==> config.mk <==
export PLATFORM = sky130hd
export DESIGN_NAME = ws2812_rx_flat
export DESIGN_NICKNAME = d
export VERILOG_FILES = /design/src/rtl/ws2812_pkg.sv /design/src/rtl/ws2812_rx_if.sv /design/src/rtl/ws2812_rx_pulse_meas.sv /design/src/rtl/ws2812_rx.sv /design/src/flat_wrapper.sv
export SDC_FILE = /design/constraint.sdc
export NUM_CORES = 1
export LEC_CHECK = 0
export ABC_AREA = 0
export CORE_ASPECT_RATIO = 1.1
export CORE_MARGIN = 3
export CORE_UTILIZATION = 55
export DETAILED_ROUTE_END_ITERATION = 10
export GPL_TIMING_DRIVEN = 0
export PLACE_DENSITY = 0.86
export SLEW_MARGIN = 20
export SYNTH_ARGS = -nofsm -noshare
export SYNTH_HDL_FRONTEND = slang
export SYNTH_SLANG_ARGS = --single-unit
==> constraint.sdc <==
create_clock -name CLK -period 3 [get_ports CLK]
set_input_delay 0.45 -clock CLK [delete_from_list [all_inputs] [get_ports CLK]]
set_output_delay 0.45 -clock CLK [all_outputs]
set_load 0.01 [all_outputs]
==> src/rtl/ws2812_pkg.sv <==
// Shared WS2812 receive constants, FSM state type and timing helper.
package ws2812_pkg;
  localparam int BITS_PER_PIXEL = 24;

  // Nominal WS2812 timings: a '0' is ~350 ns high, a '1' is ~800 ns high.
  // The 600 ns decision point sits between them.
  localparam int T0H_NS           = 350;
  localparam int T1H_NS           = 800;
  localparam int T1_THRESH_NS_DEF = 600;
  localparam int TMAX_HIGH_NS_DEF = 2000;
  localparam int TRESET_US_DEF    = 50;

  typedef enum logic [1:0] {S_SYNC, S_LOW, S_HIGH} state_e;

  // Nanoseconds to whole clock cycles, rounded down.
  function automatic int ns_to_cyc(input int ns, input int mhz);
    return (ns * mhz) / 1000;
  endfunction
endpackage

==> src/rtl/ws2812_rx_if.sv <==
// Decoded pixel / frame event bundle from the WS2812 receiver.
interface ws2812_rx_if #(parameter int NUM_LEDS = 15);
  import ws2812_pkg::*;
  localparam int IDX_W = $clog2(NUM_LEDS + 1);

  logic [BITS_PER_PIXEL-1:0] pixel_data;
  logic [IDX_W-1:0]          pixel_index;
  logic                      pixel_valid;
  logic                      frame_done;
  logic [IDX_W-1:0]          frame_pixels;
  logic                      error;

  modport master (output pixel_data, pixel_index, pixel_valid, frame_done, frame_pixels, error);
  modport slave  (input  pixel_data, pixel_index, pixel_valid, frame_done, frame_pixels, error);
endinterface

==> src/rtl/ws2812_rx_pulse_meas.sv <==
// Synchronises din, flags edges and measures run lengths of the current
// level (o_width) and of the run that just ended (o_plen).
module ws2812_rx_pulse_meas #(
  parameter int CW = 10
) (
  input  logic          CLK,
  input  logic          reset_n,
  input  logic          i_din,
  output logic          o_rise,
  output logic          o_fall,
  output logic          o_level,
  output logic [CW-1:0] o_width,
  output logic [CW-1:0] o_plen
);
  logic          r_s1, r_s2, r_d;
  logic [CW-1:0] r_run, r_plen;

  // 2-FF synchroniser, delayed copy for edges, saturating run counter.
  // r_run tracks r_s2: it restarts at 1 on the cycle the new level lands.
  always_ff @(posedge CLK or negedge reset_n) begin
    if (!reset_n) begin
      r_s1   <= 1'b0;
      r_s2   <= 1'b0;
      r_d    <= 1'b0;
      r_run  <= '0;
      r_plen <= '0;
    end else begin
      r_s1 <= i_din;
      r_s2 <= r_s1;
      r_d  <= r_s2;
      if (r_s1 != r_s2) begin
        r_run  <= CW'(1);
        r_plen <= r_run;
      end else if (r_run != '1) begin
        r_run <= r_run + CW'(1);
      end
    end
  end

  assign o_rise  = r_s2 & ~r_d;
  assign o_fall  = ~r_s2 & r_d;
  assign o_level = r_s2;
  assign o_width = r_run;
  assign o_plen  = r_plen;
endmodule

==> src/rtl/ws2812_rx.sv <==
// WS2812 receiver: decodes GRB pixels, detects the latch gap and forwards
// pixels beyond NUM_LEDS on dout like a chained LED.
module ws2812_rx
  import ws2812_pkg::*;
#(
  parameter int CLK_MHZ      = 12,
  parameter int NUM_LEDS     = 15,
  parameter int T1_THRESH_NS = T1_THRESH_NS_DEF,
  parameter int TMAX_HIGH_NS = TMAX_HIGH_NS_DEF,
  parameter int TRESET_US    = TRESET_US_DEF
) (
  input  logic         CLK,
  input  logic         reset_n,
  input  logic         din,
  output logic         dout,
  ws2812_rx_if.master  px
);
  localparam int IDX_W      = $clog2(NUM_LEDS + 1);
  localparam int THRESH_CYC = ns_to_cyc(T1_THRESH_NS, CLK_MHZ);
  localparam int MAXH_CYC   = ns_to_cyc(TMAX_HIGH_NS, CLK_MHZ);
  localparam int RESET_CYC  = TRESET_US * CLK_MHZ;
  // One spare code above RESET_CYC so the saturated value never equals it
  // and the latch fires exactly once per gap.
  localparam int CW         = $clog2(RESET_CYC + 2);

  localparam logic [CW-1:0]    THRESH_W = CW'(THRESH_CYC);
  localparam logic [CW-1:0]    MAXH_W   = CW'(MAXH_CYC);
  localparam logic [CW-1:0]    RESET_W  = CW'(RESET_CYC);
  localparam logic [IDX_W-1:0] NUM_W    = IDX_W'(NUM_LEDS);
  localparam logic [4:0]       LAST_BIT = 5'(BITS_PER_PIXEL - 1);

  logic          w_rise, w_fall, w_level, w_fwd, w_bit;
  logic [CW-1:0] w_width, w_plen;

  state_e                    r_state;
  logic [4:0]                r_bit_cnt;
  logic [IDX_W-1:0]          r_pix_cnt;
  logic [BITS_PER_PIXEL-2:0] r_shift;

  ws2812_rx_pulse_meas #(.CW(CW)) u_meas (
    .CLK     (CLK),
    .reset_n (reset_n),
    .i_din   (din),
    .o_rise  (w_rise),
    .o_fall  (w_fall),
    .o_level (w_level),
    .o_width (w_width),
    .o_plen  (w_plen)
  );

  assign w_fwd = (r_pix_cnt == NUM_W);
  assign w_bit = (w_plen >= THRESH_W);

  // Decode FSM with registered strobes, counters and forwarded output.
  always_ff @(posedge CLK or negedge reset_n) begin
    if (!reset_n) begin
      r_state         <= S_SYNC;
      r_bit_cnt       <= '0;
      r_pix_cnt       <= '0;
      r_shift         <= '0;
      dout            <= 1'b0;
      px.pixel_data   <= '0;
      px.pixel_index  <= '0;
      px.pixel_valid  <= 1'b0;
      px.frame_done   <= 1'b0;
      px.frame_pixels <= '0;
      px.error        <= 1'b0;
    end else begin
      px.pixel_valid <= 1'b0;
      px.frame_done  <= 1'b0;
      px.error       <= 1'b0;
      // Forwarding switches on at the fall that completes the last local
      // pixel, so the first forwarded pulse is never clipped.
      dout <= (r_state != S_SYNC) && w_fwd && w_level;
      case (r_state)
        S_SYNC: begin
          if (!w_level && w_width >= RESET_W) r_state <= S_LOW;
        end
        S_LOW: begin
          if (w_rise) begin
            r_state <= S_HIGH;
          end else if (w_width == RESET_W) begin
            px.frame_done   <= 1'b1;
            px.frame_pixels <= r_pix_cnt;
            px.error        <= (r_bit_cnt != '0);
            r_bit_cnt       <= '0;
            r_pix_cnt       <= '0;
          end
        end
        S_HIGH: begin
          if (w_fall) begin
            r_state <= S_LOW;
            if (!w_fwd) begin
              if (r_bit_cnt == LAST_BIT) begin
                px.pixel_valid <= 1'b1;
                px.pixel_data  <= {r_shift, w_bit};
                px.pixel_index <= r_pix_cnt;
                r_pix_cnt      <= r_pix_cnt + IDX_W'(1);
                r_bit_cnt      <= '0;
              end else begin
                r_shift   <= {r_shift[BITS_PER_PIXEL-3:0], w_bit};
                r_bit_cnt <= r_bit_cnt + 5'd1;
              end
            end
          end else if (w_width >= MAXH_W) begin
            px.error  <= 1'b1;
            r_bit_cnt <= '0;
            r_pix_cnt <= '0;
            r_state   <= S_SYNC;
          end
        end
        default: r_state <= S_SYNC;
      endcase
    end
  end
endmodule
==> src/flat_wrapper.sv <==
// flat-port wrapper written by rule: the top's interface ports become plain ports
module ws2812_rx_flat import ws2812_pkg::*;
#(
  parameter int CLK_MHZ      = 12,
  parameter int NUM_LEDS     = 15,
  parameter int T1_THRESH_NS = T1_THRESH_NS_DEF,
  parameter int TMAX_HIGH_NS = TMAX_HIGH_NS_DEF,
  parameter int TRESET_US    = TRESET_US_DEF
)
  (CLK, reset_n, din, dout, px_pixel_data, px_pixel_index, px_pixel_valid, px_frame_done, px_frame_pixels, px_error);
  ws2812_rx_if #(.NUM_LEDS(NUM_LEDS)) px_i ();
  input  logic CLK;
  input  logic reset_n;
  input  logic din;
  output logic dout;
  output wire logic [$bits(px_i.pixel_data)-1:0] px_pixel_data;
  output wire logic [$bits(px_i.pixel_index)-1:0] px_pixel_index;
  output wire logic [$bits(px_i.pixel_valid)-1:0] px_pixel_valid;
  output wire logic [$bits(px_i.frame_done)-1:0] px_frame_done;
  output wire logic [$bits(px_i.frame_pixels)-1:0] px_frame_pixels;
  output wire logic [$bits(px_i.error)-1:0] px_error;
  assign px_pixel_data = px_i.pixel_data;
  assign px_pixel_index = px_i.pixel_index;
  assign px_pixel_valid = px_i.pixel_valid;
  assign px_frame_done = px_i.frame_done;
  assign px_frame_pixels = px_i.frame_pixels;
  assign px_error = px_i.error;
  ws2812_rx #(.CLK_MHZ(CLK_MHZ), .NUM_LEDS(NUM_LEDS), .T1_THRESH_NS(T1_THRESH_NS), .TMAX_HIGH_NS(TMAX_HIGH_NS), .TRESET_US(TRESET_US)) u_core (.CLK(CLK), .reset_n(reset_n), .din(din), .dout(dout), .px(px_i));
endmodule
Yosys cells after proc, flatten, opt, wreduce, memory -nomap -nowiden
Index checks and enable logic that the tools add are counted.
{"block": "word_totals", "register_bits": 93, "latch_bits": 0, "ramBits": 0, "rom_bits": 0, "in_bits": 3, "output_inout_bits": 36, "elab_cells": 91, "mem_count": 0}
{"block": "classes", "n_addsub": 3, "multipliers": 0, "n_div": 0, "n_lt_le_gt_ge": 3, "eq_ne": 14, "shift": 0, "muxes": 33, "bitwise": 7, "n_reduce_logical": 15}
{"operator": "2-to-1 mux 5 bit", "n": 6}
{"operator": "2-to-1 mux 4 bit", "n": 6}
{"operator": "2-to-1 mux 10 bit", "n": 2}
{"operator": "2-to-1 mux 1 bit", "n": 11}
{"operator": "adder 10 x 1 -> 10 bit (second input constant)", "n": 1}
{"operator": "== test 10 bit (second input constant)", "n": 1}
{"operator": "greater-or-equal comparator 10 bit (second input constant)", "n": 1}
{"operator": "greater-or-equal comparator 10 x 3 -> 1 bit (second input constant)", "n": 1}
{"operator": "greater-or-equal comparator 10 x 5 -> 1 bit (second input constant)", "n": 1}
{"operator": "inequality test 10 bit (second input constant)", "n": 1}
{"operator": "one-hot mux 5 bit (2 select lines)", "n": 1}
{"operator": "2-to-1 mux 2 bit", "n": 4}
{"operator": "one-hot mux 4 bit (2 select lines)", "n": 1}
{"operator": "AND reduction 4 bit", "n": 2}
{"operator": "inequality test 3 x 2 -> 1 bit (second input constant)", "n": 2}
{"operator": "one-hot mux 2 bit (3 select lines)", "n": 1}
{"operator": "AND reduction 3 bit", "n": 2}
{"operator": "AND reduction 6 bit", "n": 1}
{"operator": "nonzero test 2 bit", "n": 3}
{"operator": "adder 5 x 1 -> 5 bit (second input constant)", "n": 1}
{"operator": "== test 5 bit (second input constant)", "n": 1}
{"operator": "inverter 1 bit", "n": 5}
{"operator": "AND reduction 5 bit", "n": 1}
{"operator": "nonzero test 5 bit", "n": 1}
{"operator": "other kinds (13)", "n": 18}

Depth between registers and ports, before layout
Gate-level depths: netlist of run 1.
{"block": "logic_depth", "depth_word": 5, "ltp_mapped": 8, "ltp_nobuf": 7}

By module
Synthesis of run 1 repeated with hierarchy kept, for this count alone.
{"block": "hier_totals", "cells_unflattened": 316, "area_unflattened_um2": 4081.4}
{"mod": "ws2812_rx", "n_inst": 1, "cells_per_inst": 216, "area_each_um2": 3036.7, "seq_area_each_um2": 1751.7}
{"mod": "ws2812_rx_pulse_meas", "n_inst": 1, "cells_per_inst": 100, "area_each_um2": 1044.8, "seq_area_each_um2": 575.6}

Worst setup path before layout of run 1
No wires, ideal clock.
{"block": "synth_timing", "path_type": "register to register", "start": "register u_core.r_state[0]", "end": "register u_core.px.pixel_data[10]", "setup_time_ps": 125, "arrival_time_ps": 1722, "t_required_ps": 2875, "setup_slack_ps": 1153, "path_stages_with_launch": 7, "n_path_buf": 1, "synth_period_minus_slack_ps": 1847, "path_cell_list": "dfrtp_1 -> inv_1 -> ha_1 -> nand3_1 -> nor3_2 -> buf_4 -> mux2_2"}
{"block": "synth_between", "elab_chain_len": 2}
{"item": "from (decl)", "line": "ws2812_rx.sv:35", "rtl": "state_e r_state;"}
{"item": "from (signal assigned)", "line": "ws2812_rx.sv:57", "rtl": "r_state <= S_SYNC;"}
{"item": "from (signal assigned)", "line": "ws2812_rx.sv:77", "rtl": "if (!w_level && w_width >= RESET_W) r_state <= S_LOW;"}
{"item": "from (signal assigned)", "line": "ws2812_rx.sv:81", "rtl": "r_state <= S_HIGH;"}
{"item": "== test 2 bit", "line": "ws2812_rx.sv:75", "rtl": "case (r_state)"}
{"item": "AND reduction 4 bit (no source line)"}
{"item": "to (signal assigned)", "line": "ws2812_rx.sv:96", "rtl": "px.pixel_data <= {r_shift, w_bit};"}
{"item": "to (decl)", "line": "ws2812_rx_if.sv:13", "rtl": "modport master (output pixel_data, pixel_index, pixel_valid, frame_done, frame_pixels, error);"}
No other way between the ends.
A chain may end at the register's enable or synchronous reset.

Worst setup path after layout of run 1
{"block": "layout_timing", "start": "register u_core.r_state[0]", "end": "register u_core.px.pixel_data[2]"}
The elaborated chain is that of the path after synthesis.

==> summary.log, run 1 <==
INFO  drt            drt-initial-drc-count=114
INFO  power_and_ir_drop power.total=2.187mW
INFO  synth          synth.yosys.warnings=0
INFO  synth          synth-edff-count=0
INFO  cts            clock_tree.root_cell=sky130_fd_sc_hd__clkbuf_8
INFO  drt            detail_route.drc_violations=0
INFO  cts            cts.sinks=93
INFO  synth          synth_top_flop_cell=sky130_fd_sc_hd__dfrtp_1
INFO  synth          syn_area_per_cell=12.46µm²
INFO  final_layout   layout.nets=385
INFO  die            die-area=8382µm²
INFO  synth          ys_ff_latch=93
INFO  place          port-buffer-count=38
INFO  sta            timing_worst_slew_pin_value=0.5761ns
INFO  cts            cts_hold_repair.buffers=0
INFO  global_routing vias_in_the_first_global_route=2721
INFO  final_layout   growth_of_design_area_from_synthesis_to_finish=17.50%
INFO  global_routing gr-usage-all-layers=20.05%
INFO  power_and_ir_drop irDropWorstVdd=0.2682mV
INFO  sta            achievable-frequency=446.7MHz
INFO  synth          postSynth.asyncResetShare=100.0%
INFO  final_layout   post_route_cells_drive_above_1_share=23.81%
INFO  final_layout   postLayoutCellArea=4730µm²
INFO  sta            fin_crit=2.239ns
INFO  place          dpl_worst_slack=0.8298ns
INFO  cts            post-cts-setup-buffers=0
INFO  cts            clk_pin_slew=0.09ns
INFO  drt            antenna_violating_nets_post_route=0
INFO  sta            rsz0062_at_grt=false
INFO  synth          synthesis.instances=323
INFO  final_layout   multi_input_area=1605µm²
INFO  cts            ctsResizeCount=0
INFO  cts            cts_tree=yes
INFO  worst_setup_path reg2reg_slack=0.76ns
INFO  global_routing grt_antenna_before_repair=0
INFO  place          detailedPlacementHpwl=5239µm
INFO  job            maxCapViolations=0
INFO  worst_setup_path maximum_fanout_encountered_on_the_critical_timing_path=10
INFO  global_routing grt_start_max_net_pins=52
INFO  worst_setup_path r2r_start=u_core.r_state[0]
INFO  die            core_area=7047µm²
INFO  die            initial_core_util=57.12%
INFO  die            die_y=95.73µm
INFO  global_routing remaining_overflow_grt=0
INFO  power_and_ir_drop powerDensity=462.3nW/µm²
INFO  drt            route.final.wire_length=7470µm
INFO  final_layout   mostFrequentLayoutCells=sky130_fd_sc_hd__dfrtp_1, sky130_fd_sc_hd__mux2_2, sky130_fd_sc_hd__clkdlybuf4s50_1
INFO  worst_setup_path reg2regPathDepth=6
INFO  worst_hold_path holdCritPathClass=input port to async pin
INFO  worst_setup_path crit_path_start_kind=flip-flop
INFO  sta            final.setup.tns=0ns
INFO  cts            cts_buffer_count=9
INFO  final_layout   layout_commonest_cell=sky130_fd_sc_hd__dfrtp_1
INFO  final_layout   insertedDiodeCount=0
INFO  worst_setup_path critical_path_required=3.25ns
INFO  worst_setup_path r2r_endpoint=u_core.px.pixel_data[2]
INFO  cts            clock_tree.htree_level_count=3
INFO  sta            post-route-period-util=74.62%
INFO  sta            finalMaxSlewViolations=0
INFO  sta            worst_clock_skew=0.01052ns
INFO  final_layout   final_core_utilization=67.12%
INFO  synth          ys_seq_area_share=57.82%
INFO  sta            timing.final.hold_violations=0
INFO  sta            hold-worst-slack=0.07063ns
INFO  synth          synth.cell_area=4025µm²
INFO  outcome        outcome=finished clean
INFO  final_layout   fillers=514
INFO  drt            drt_first_pass_iters=4
INFO  final_layout   register_area=2327µm²
INFO  place          routabilityCongestion=0.8389
INFO  synth          synthDistinctLibCells=50
INFO  final_layout   post_route_non_filler_standard_cell_count=463
INFO  sta            setup-violations-final=0
INFO  drt            wl_per_cell=16.13µm
INFO  die            width_of_the_die=87.57µm
INFO  place          place_area=4537µm²
INFO  global_routing grt_pass1_wl=12920µm
INFO  drt            avgViaCountPerCell=5.765
INFO  cts            worstSkewPairLatency=0.37ns
INFO  synth          synth.net_count=335
INFO  die            floorplan.io_pins=39
INFO  sta            timing.max_slew.rel_slack=61.31%
INFO  worst_setup_path worst-endpoint-arrival=2.49ns
INFO  place          cells_after_dpl=447
INFO  cts            clk_path_buf_depth=2
INFO  sta            timing.final.ws_setup=0.7614ns
INFO  drt            vias=2669
INFO  worst_setup_path critical_path.endpoint_type=flip-flop
INFO  worst_setup_path worstSetupPathType=flip-flop to flip-flop
INFO  die            num_rows=32
INFO  power_and_ir_drop total_leakage_power=2.301nW
[where the power goes]
part | internal (mW) | total (mW) | switching, mW
combinational | 0.0258 | 0.0862 | 0.0605
clock | 0.339 | 0.802 | 0.462
sequential | 1.27 | 1.30 | 0.0250
[routing by layer]
metal	part of all wire [%]	vias up	global-route usage (%)
met5	0	-	0
met4	1.6	0	6.394
met3	5.4	15	5.908
met2	51	76	33.73
met1	42	1332	24.89
li1	-	1246	-
[state kept, by name, summed over array words and instances, names as in the netlist]
name,cells
u_core.dout,1
u_core.px.error,1
u_core.px.frame_done,1
u_core.px.frame_pixels,4
u_core.px.pixel_data,24
u_core.px.pixel_index,4
u_core.px.pixel_valid,1
u_core.r_bit_cnt,5
u_core.r_pix_cnt,4
u_core.r_shift,23
u_core.r_state,2
u_core.u_meas.o_level,1
u_core.u_meas.o_plen,10
u_core.u_meas.o_width,10
u_core.u_meas.r_d,1
u_core.u_meas.r_s1,1
[cells by family after synthesis]
| group | after synthesis | share of synthesized area, % |
|---|---|---|
| buffers and inverters | 21 | 2.300 |
| adder cells (fa/ha/maj) | 9 | 2.798 |
| flip-flops | 93 | 57.82 |
| XOR/XNOR | 6 | 1.306 |
| AO/OA/AOI/OAI | 44 | 7.679 |
| multiplexers | 57 | 15.82 |
| AND/OR/NAND/NOR | 93 | 12.28 |
[worst max-delay path: stages (launching register included)]
cell,delay (ns)
sky130_fd_sc_hd__dfrtp_1,0.41
sky130_fd_sc_hd__inv_1,0.11
sky130_fd_sc_hd__ha_1,0.30
sky130_fd_sc_hd__nand3_1,0.29
sky130_fd_sc_hd__nor3_2,0.39
sky130_fd_sc_hd__buf_4,0.27
sky130_fd_sc_hd__mux2_2,0.35
[cell type report]
cell class	instances	share of cell area (%)
clock buffers	10	2.910
plain buffers	7	0.8466
well taps	85	2.249
clock inverters	6	1.164
inverters	14	1.111
multi-input cells	209	33.94
flip-flops and latches	93	49.21
repair buffers	39	8.571
[how the worst max path moves through the flow]
stage                                  from                        to  slack [ns]  cells after the start
final                     u_core.r_state[0]   u_core.px.pixel_data[2]        0.76                      6
after global routing      u_core.r_state[0]  u_core.px.pixel_data[20]        0.61                      6
after CTS                 u_core.r_state[0]   u_core.px.pixel_data[2]        0.77                      6
after detailed placement  u_core.r_state[0]   u_core.px.pixel_data[1]        0.83                      6
after global placement              reset_n  u_core.u_meas.o_width[9]       -1.72                      1
after floorplan           u_core.r_state[0]  u_core.px.pixel_data[10]        1.15                      6
[cell usage after synthesis (3+ instances only)]
library cell,number,area [µm²]
sky130_fd_sc_hd__inv_1,12,45.04
sky130_fd_sc_hd__xnor2_1,5,43.79
sky130_fd_sc_hd__dfrtp_1,93,2327
sky130_fd_sc_hd__o21ai_0,18,90.09
sky130_fd_sc_hd__nor3_1,5,25.02
sky130_fd_sc_hd__ha_1,9,112.6
sky130_fd_sc_hd__mux2_2,53,596.8
sky130_fd_sc_hd__a21oi_1,8,40.04
sky130_fd_sc_hd__nand2_1,33,123.9
sky130_fd_sc_hd__buf_4,3,22.52
sky130_fd_sc_hd__nor2_1,17,63.81
sky130_fd_sc_hd__and3_1,3,18.77
sky130_fd_sc_hd__mux2i_1,4,40.04
sky130_fd_sc_hd__nand3_1,13,65.06
Power figures use the tool's default switching activity.
==> run 2: changes to the inputs <==
- CORE_UTILIZATION: 55 -> 51
- PLACE_DENSITY: 0.86 -> 0.84
- clock period: 3 -> 2 ns (I/O delays scaled with it)
==> run 2 against run 1 <==
Compared with the run above: power up 63%; final area increased by 4.0%; clock power up 85%; hold slack gained 0.31 ns; register-to-register slack worse by 0.71 ns; setup slack got worse by 0.71 ns; clock skew decreased by 0.0011 ns; critical path type unchanged; non-clock buffer count up 8.
==> summary.log, run 2 (synthesis results as in run 1) <==
INFO  place          dpl_worst_slack=-0.1403ns [-0.9702 ns]
INFO  place          detailedPlacementHpwl=5437µm [+3.8%]
INFO  drt            drt_first_pass_iters=4 [unchanged]
INFO  die            core_area=7556µm² [+7.2%]
INFO  sta            timing.final.ws_setup=0.05396ns [-0.7075 ns]
INFO  global_routing grt_antenna_before_repair=0 [unchanged]
INFO  die            die_y=99.18µm [+3.6%]
INFO  sta            hold-worst-slack=0.3821ns [+0.3114 ns]
INFO  final_layout   final_core_utilization=65.11% [-2.0 points]
INFO  cts            worstSkewPairLatency=0.36ns [about the same]
INFO  sta            fin_crit=1.946ns [-0.2925 ns]
INFO  cts            clock_tree.htree_level_count=3 [unchanged]
INFO  drt            detail_route.drc_violations=0 [unchanged]
INFO  drt            antenna_violating_nets_post_route=0 [unchanged]
INFO  worst_hold_path min_path_cells=1
INFO  power_and_ir_drop powerDensity=724.0nW/µm² [+57%]
INFO  cts            clk_pin_slew=0.09ns [about the same]
INFO  final_layout   largest-register=u_core.px.pixel_data
INFO  worst_setup_path cpMaxStageDelayCell=sky130_fd_sc_hd__dfrtp_1
INFO  place          port-buffer-count=38 [unchanged]
INFO  drt            wl_per_cell=16.24µm [+0.65%]
INFO  outcome        outcome=finished clean
INFO  worst_hold_path hold_path_end=u_core.u_meas.r_s1
INFO  final_layout   fillers=558 [+8.6%]
INFO  place          place_area=4562µm² [+0.55%]
INFO  cts            cts_buffer_count=9 [unchanged]
INFO  cts            clk_path_buf_depth=2 [unchanged]
INFO  worst_setup_path critical_path_required=2.24ns [-1.01 ns]
INFO  drt            vias=2719 [+1.9%]
INFO  worst_hold_path hold_start=din
INFO  drt            avgViaCountPerCell=5.549 [-3.7%]
INFO  global_routing grt_pass1_wl=13120µm [+1.6%]
INFO  worst_setup_path critPathTopFamily=simple AND/OR/NAND/NOR gates
INFO  cts            cts_tree=yes
INFO  worst_setup_path path_buf_inv=2 [unchanged]
INFO  sta            setup-violations-final=0 [unchanged]
INFO  final_layout   insertedDiodeCount=0 [unchanged]
INFO  worst_setup_path worst-endpoint-arrival=2.19ns [-0.30 ns]
INFO  worst_setup_path critical_path.endpoint_type=flip-flop
INFO  global_routing vias_in_the_first_global_route=2634 [-3.2%]
INFO  drt            drt-initial-drc-count=116 [+1.8%]
INFO  sta            post-route-period-util=97.30% [+23 points]
INFO  global_routing gr-usage-all-layers=18.18% [-1.9 points]
INFO  sta            timing_worst_slew_pin_value=0.5811ns [+0.004931 ns]
INFO  worst_setup_path maximum_fanout_encountered_on_the_critical_timing_path=5 [-5]
INFO  final_layout   post_route_cells_drive_above_1_share=25.97% [+2.2 points]
INFO  worst_setup_path reg2reg_slack=0.05ns [-0.71 ns]
INFO  final_layout   register_area=2327µm² [unchanged]
INFO  die            initial_core_util=53.27% [-3.8 points]
INFO  place          routabilityCongestion=0.8626 [+2.8%]
INFO  die            num_rows=33 [+3.1%]
INFO  global_routing remaining_overflow_grt=0 [unchanged]
INFO  worst_setup_path reg2regPathDepth=6 [unchanged]
INFO  worst_setup_path critical_path.cell_chain=ha_2 > nand4b_1 > nor3_4 > buf_6 > buf_2 > mux2_2
INFO  power_and_ir_drop power.total=3.562mW [+63%]
INFO  die            width_of_the_die=90.71µm [+3.6%]
INFO  worst_setup_path r2r_endpoint=u_core.px.pixel_data[23]
INFO  sta            achievable-frequency=513.9MHz [+15%]
INFO  worst_setup_path crit_path_start_kind=flip-flop
INFO  final_layout   postLayoutCellArea=4920µm² [+4.0%]
INFO  die            floorplan.io_pins=39 [unchanged]
INFO  worst_hold_path holdCritPathClass=input port to flip-flop
INFO  final_layout   layout.nets=393 [+2.1%]
INFO  final_layout   multi_input_area=1648µm² [+2.6%]
INFO  global_routing grt_start_max_net_pins=62 [+19%]
INFO  cts            cts.sinks=93 [unchanged]
INFO  worst_setup_path critical-path-max-stage-delay=0.40ns [about the same]
INFO  power_and_ir_drop total_leakage_power=2.371nW [+3.1%]
INFO  power_and_ir_drop irDropWorstVdd=0.3758mV [+40%]
INFO  cts            clock_tree.root_cell=sky130_fd_sc_hd__clkbuf_8
INFO  final_layout   top_regs=u_core.px.pixel_data (24), u_core.r_shift (23)
INFO  final_layout   mostFrequentLayoutCells=sky130_fd_sc_hd__dfrtp_1, sky130_fd_sc_hd__mux2_2, sky130_fd_sc_hd__clkdlybuf4s50_1
INFO  die            die-area=8996µm² [+7.3%]
INFO  final_layout   layout_commonest_cell=sky130_fd_sc_hd__dfrtp_1
INFO  final_layout   growth_of_design_area_from_synthesis_to_finish=22.23%
INFO  final_layout   largest_register_ff_count=24 [unchanged]
INFO  job            maxCapViolations=0 [unchanged]
INFO  worst_setup_path worstSetupPathType=flip-flop to flip-flop
INFO  sta            worst_clock_skew=0.009447ns [-0.001071 ns]
INFO  sta            timing.final.hold_violations=0 [unchanged]
INFO  sta            timing.max_slew.rel_slack=60.98% [-0.33 points]
INFO  worst_setup_path r2r_start=u_core.r_bit_cnt[0]
INFO  drt            route.final.wire_length=7957µm [+6.5%]
INFO  sta            finalMaxSlewViolations=0 [unchanged]
## run 2: cell count changes in the layout (fill, tap and decap cells not counted), sizes merged
cell         previous run  this run
buf                     7        13
bufinv                  0         3
inv                    17        15
clkinvlp                2         1
dlygate4sd3             0         1
## run 2: area by class of cell
class,instances,area share [%]
flip-flops and latches,93,47.30
multi-input cells,209,33.49
repair buffers,47,9.537
well taps,105,2.670
clock buffers,9,2.518
clock inverters,6,2.263
plain buffers,7,1.144
inverters,14,1.068
## run 2: through the flow
stage | instances | TNS (ns)
2_1_floorplan | 323 | 0
3_5_place_dp | 467 | -3.967
4_1_cts | 483 | 0
6_report | 490 | 0
3_3_place_gp | 466 | -244.41
5_1_grt | 490 | -0.07834
## run 2: repair_timing
item | 4_1_cts | 5_1_grt
hold buffers | 1 | 0
endpoints found under the hold margin | 32 | 0
pin swaps | 1 | 2
cloned | 0 | 1
resized for setup | 4 | 11
endpoints found under the setup margin | 45 | 50
buffers inserted | 0 | 6
## run 2: how the worst max path moves through the flow
stage / startpoint / end / cells past startpoint
finish: u_core.r_bit_cnt[0] / u_core.px.pixel_data[23] / 6
global route: u_core.r_bit_cnt[0] / u_core.px.pixel_data[8] / 6
CTS: u_core.r_bit_cnt[0] / u_core.r_shift[9] / 5
detailed placement: u_core.r_state[0] / u_core.px.pixel_data[13] / 6
global placement: reset_n / u_core.u_meas.o_width[9] / 1
floorplan: u_core.r_state[0] / u_core.px.pixel_data[10] / 6
## run 2: layer usage
| metal | track usage, % | routed length (µm) | vias up |
|---|---|---|---|
| li1 | - | - | 1257 |
| met1 | 23.54 | 3474 | 1389 |
| met2 | 31.32 | 4132 | 67 |
| met3 | 4.009 | 299 | 6 |
| met4 | 4.594 | 51 | 0 |
| met5 | 0 | 0 | - |
## run 2: power by group
group          switching (mW)  total (mW)  internal [mW]
Clock                   0.655        1.48          0.826
Combinational          0.0930       0.133         0.0402
Sequential             0.0369        1.95           1.91
==> run 3: changes to the inputs <==
- TNS_END_PERCENT: not set -> 20
==> results of run 3 <==
No change in the layout: final DEF, timing and power equal those of run 2.
